--- src/rtl/random_onehot_picker_pkg.sv ---
// Shared constants and helpers for the random one-hot picker: LFSR seed, tap set
// and the ceiling-log used to size index buses.
package random_onehot_picker_pkg;

  localparam logic [31:0] LFSR_SEED = 32'h0000_0001;
  localparam int          LFSR_NTAPS = 4;
  // Taps of x^32+x^22+x^2+x+1, expressed as bit positions of the shift register.
  localparam int          LFSR_TAPS [LFSR_NTAPS] = '{31, 21, 1, 0};

  function automatic int log2c(input int n);
    int r;
    r = 0;
    for (int p = 1; p < n; p = p * 2) begin
      r = r + 1;
    end
    if (r < 1) begin
      r = 1;
    end
    return r;
  endfunction

  function automatic logic [31:0] lfsr_next(input logic [31:0] s);
    logic fb;
    fb = 1'b0;
    for (int t = 0; t < LFSR_NTAPS; t++) begin
      fb = fb ^ s[LFSR_TAPS[t]];
    end
    return {s[30:0], fb};
  endfunction

endpackage

--- src/rtl/random_onehot_picker_onehot_encoder.sv ---
// One-hot to binary index encoder with an all-zero flag; purely combinational.
// An all-zero input yields index 0.
module onehot_encoder
  import random_onehot_picker_pkg::*;
#(
  parameter int N = 32
) (
  input  logic [N-1:0]        onehot_i,
  output logic [log2c(N)-1:0] idx_o,
  output logic                zero_o
);

  localparam int IW = log2c(N);

  always_comb begin
    idx_o = '0;
    for (int i = 0; i < N; i++) begin
      if (onehot_i[i]) begin
        idx_o = idx_o | IW'(i);
      end
    end
  end

  assign zero_o = ~|onehot_i;

endmodule

--- src/rtl/random_onehot_picker.sv ---
// Grants one set request bit, searching upward (with wrap) from an LFSR-derived offset.
// Grant is combinational from req_i and the registered LFSR state; only the LFSR is stateful.
module random_onehot_picker
  import random_onehot_picker_pkg::*;
#(
  parameter int N = 32
) (
  input  logic                clk_i,
  input  logic                reset_i,
  input  logic                en_i,
  input  logic [N-1:0]        req_i,
  output logic [31:0]         rand_o,
  output logic [N-1:0]        grant_o,
  output logic [log2c(N)-1:0] grant_idx_o,
  output logic                none_o
);

  localparam int          IW    = log2c(N);
  localparam logic [IW:0] N_EXT = (IW + 1)'(N);

  logic [31:0]   rand_q;
  logic [31:0]   rand_d;
  logic [IW-1:0] k_raw;
  logic [IW-1:0] k;
  logic [N-1:0]  rot_req;
  logic [N-1:0]  pick;

  always_comb begin
    rand_d = rand_q;
    if (en_i) begin
      rand_d = lfsr_next(rand_q);
    end
  end

  always_ff @(posedge clk_i) begin
    if (!reset_i) begin
      rand_q <= LFSR_SEED;
    end else begin
      rand_q <= rand_d;
    end
  end

  assign rand_o = rand_q;

  // Raw offset can exceed N-1 only when N is not a power of two; one subtraction suffices.
  assign k_raw = rand_q[IW-1:0];
  assign k     = ({1'b0, k_raw} >= N_EXT) ? (k_raw - IW'(N)) : k_raw;

  always_comb begin
    rot_req = N'({req_i, req_i} >> k);
    // Isolate lowest set bit: x & -x.
    pick    = rot_req & (~rot_req + {{(N-1){1'b0}}, 1'b1});
    grant_o = N'(({pick, pick} << k) >> N);
  end

  onehot_encoder #(
    .N(N)
  ) u_enc (
    .onehot_i(grant_o),
    .idx_o   (grant_idx_o),
    .zero_o  (none_o)
  );

endmodule

--- config.mk ---
export PLATFORM = sky130hd
export DESIGN_NAME = random_onehot_picker
export DESIGN_NICKNAME = d
export VERILOG_FILES = /design/src/rtl/random_onehot_picker_pkg.sv /design/src/rtl/random_onehot_picker_onehot_encoder.sv /design/src/rtl/random_onehot_picker.sv
export SDC_FILE = /design/constraint.sdc
export NUM_CORES = 1
export LEC_CHECK = 0
export CAP_MARGIN = 10
export CORE_ASPECT_RATIO = 0.75
export CORE_MARGIN = 3
export CORE_UTILIZATION = 50
export CTS_CLUSTER_SIZE = 16
export DETAILED_ROUTE_END_ITERATION = 10
export PLACE_DENSITY = 0.77
export SYNTH_ARGS = -nofsm -noshare
export SYNTH_HDL_FRONTEND = slang
export SYNTH_SLANG_ARGS = --single-unit
--- constraint.sdc ---
create_clock -name clk_i -period 9.89 [get_ports clk_i]
set_input_delay 2.4725 -clock clk_i [delete_from_list [all_inputs] [get_ports clk_i]]
set_output_delay 2.4725 -clock clk_i [all_outputs]
set_load 0.1 [all_outputs]
==> out/summary.txt <==
clock root cell -> clkbuf_16
Pwr Total -> 1.06 mW
CTS tree -> yes
Iter 0 DRT Violations -> 1741
Netlist cell types -> 102
xor and xnor fraction of the mapped netlist area -> 0.00216
complex-gate fraction of the synthesized area -> 0.240
CP arrival -> 7210 ps
top fanout value on the critical path -> 7
GRT busiest layer -> met2
final core occ -> 0.707
Synthesized Nets -> 1013
Final setup violation count -> 0
max frequency -> 103 MHz
DR DRC count -> 0
final hold viol count -> 0
latest clock arrival within the worst-skew pair -> 270 ps
Final ANT Viol Nets -> 0
DR pass1 iterations -> 7
clock buffer count from CTS -> 5
GR Util met1 -> 0.536
die area -> 0.0178 mm²
P per Cell Area -> 96.5 mW/mm²
Die W -> 153 µm
Synth Area per Inst -> 8.30 µm²
Main synth FF type -> dfxtp_1
synthesized cell area -> 0.00811 mm²
Post-synth EDFFs -> 0
mux contribution to synthesized area -> 0.349
core area -> 0.0156 mm²
final setup margin -> 205 ps
vias in the first global route -> 9281
largest family of logic cells by synthesized area -> multiplexers
startpoint class of the critical path -> primary input
Slew headroom -> 0.322
Worst Hold Class -> reg2reg
Reg clk slew, reported paths -> 50 ps
sequential area share after synthesis -> 0.0790
nets -> 1183
I/O Buffers -> 104
Final GP Congestion -> 1.10
Tcrit/Tclk final -> 0.979
die height -> 116 µm
Max Slew Vio Count -> 0
IO Pins -> 105
GRT overflow -> 0
# diodes -> 0
Inst Count DP -> 1330
Global Route met2 Usage -> 0.543
clk sinks -> 32
overall via count from detail_route -> 10100
hold_buf cts -> 0
post-synthesis simple-gate area fraction -> 0.267
gr usage total -> 0.376
Worst Skew -> 3.53 ps
status -> finished clean
area delta synth->final -> 35.7%
largest net degree at the start of global routing -> 68
Finished Layout Cells -> 1354
Yosys warning total -> 0
MaxCap Viol Count -> 0
Post-Synth Adder-Cell Area -> 0
WP data required -> 7420 ps
row count -> 39
post-synthesis instance total -> 978
Final Critical Period -> 9680 ps
Max Root-Sink Buffers -> 2
Layout fillers -> 1230
wire per inst -> 26.0 µm
peak supply drop -> 0.000161 V
worst slack, placed -> -46.8 ps
Post-synth ARST share -> 0
Multi-input gate area -> 0.00730 mm²
RSZ-0062 raised after global routing -> false
#FFs+latches synth -> 32
drt via density -> 7.43
antenna violations before repair -> 0
WS Path Type -> in2out
P_leak -> 4.19 nW
final wirelength -> 35200 µm
grt met3 use -> 0.155
initial core utilization -> 0.521
H-Tree Level Count -> 2
Storage cell area -> 654 µm²
crit end category -> output pin
max reg flops -> 32
fraction of layout cells with a size suffix above 1 -> 0.333
Slew @ Worst Pin -> 1010 ps
HPWL Detailed -> 27000 µm
first-pass GRT wire length -> 53700 µm
## Yosys cell counts, drive strengths merged (6+ instances only)
master | instances | area [µm²]
a21oi | 33 | 169
clkbuf | 45 | 169
a32oi | 7 | 61.3
o32ai | 10 | 87.6
and3 | 15 | 93.8
o22ai | 19 | 119
nand3 | 28 | 140
a311oi | 7 | 61.3
nand4 | 16 | 100
o31ai | 8 | 65.1
mux4 | 66 | 1560
dfxtp | 32 | 641
o211ai | 20 | 169
and2 | 10 | 62.6
a21o | 7 | 60.1
or4 | 11 | 86.3
nand2b | 7 | 46.3
nor2 | 65 | 251
a31oi | 10 | 62.6
or2 | 12 | 75.1
inv | 11 | 41.3
a221oi | 10 | 100
mux2i | 72 | 724
or3 | 21 | 143
a211o | 6 | 52.6
o21ai | 33 | 165
nand3b | 9 | 67.6
nor3 | 52 | 282
nor2b | 34 | 213
nand2 | 80 | 300
a211oi | 19 | 143
nor4 | 23 | 156
mux2 | 48 | 548
buf | 43 | 297
## layer usage
metal	part of all wire	routed length (µm)
met4	0.019	686
met1	0.39	13800
met3	0.18	6230
met2	0.41	14500
met5	0	0
## timing repair
action | CTS | global route
gates resized for setup | 8 | 66
endpoints found under the hold margin | 0 | 0
setup buffers | 2 | 14
pin swaps | 1 | 18
endpoints found under the setup margin | 5 | 10
## power by group
group	leakage [nW]	internal (mW)	total [mW]	switching, mW
sequential	0.261	0.130	0.145	0.0153
combinational	3.85	0.309	0.767	0.458
clock	0.0766	0.0989	0.151	0.0520
## metrics by stage
step	setup TNS (ps)	cell area [µm²]	hold slack (ps)
after floorplan	-1100	8320	991
after global placement	-26.8	10500	524
final	0	11000	540
after global routing	0	11000	572
after detailed placement	-121	10500	531
after CTS	0	10700	541
## cells in the final DEF (no fill, tap or decap), drive strengths merged, types with 8 or more instances in the layout
cell,n
buf,186
nand2,80
mux2i,72
mux4,66
nor2,65
nor3,52
mux2,48
nor2b,34
clkdlybuf4s50,33
a21oi,33
o21ai,33
dlymetal6s2s,32
dfxtp,32
nand3,28
nor4,23
or3,21
o211ai,20
o22ai,19
a211oi,19
nand4,16
and3,15
or2,12
inv,11
or4,11
o32ai,10
and2,10
a31oi,10
a221oi,10
nand3b,9
o31ai,8
## area by class of cell
cell class | count | area share
flip-flops and latches | 32 | 0.0594
inverters | 13 | 0.00443
well taps | 205 | 0.0233
clock buffers | 6 | 0.0126
clock inverters | 2 | 0.000909
repair buffers | 251 | 0.236
multi-input cells | 845 | 0.663
## cells by family after synthesis
family,Yosys count
AOI/OAI and AO/OA,258
xor gates and xnor gates,2
DFF,32
buffers and inverters,101
and+or+nand+nor,399
muxes,186
## worst paths after layout
kind | to | start | slack, ps | cells past startpoint
max reg2reg | rand_o[4]$_SDFFE_PN0P_ | rand_o[3]$_SDFFE_PN0P_ | 8060 | 3
min | rand_o[18]$_SDFFE_PN0P_ | rand_o[17]$_SDFFE_PN0P_ | 540 | 2
min reg2reg | rand_o[18]$_SDFFE_PN0P_ | rand_o[17]$_SDFFE_PN0P_ | 540 | 2
max | grant_idx_o[4] | req_i[20] | 210 | 15
## worst max-delay path, stage by stage
cell and delay, ps:
dlymetal6s2s_1 190, mux4_2 590, mux2_4 340, or2_1 220
mux4_2 490, or3_4 430, or4_4 590, o32a_1 250
o211a_2 280, a311oi_1 390, mux2i_1 240, nand4bb_4 180
or4_4 160, nand3b_1 170, buf_12 190
Note: power is estimated with default switching activity, not from simulation.
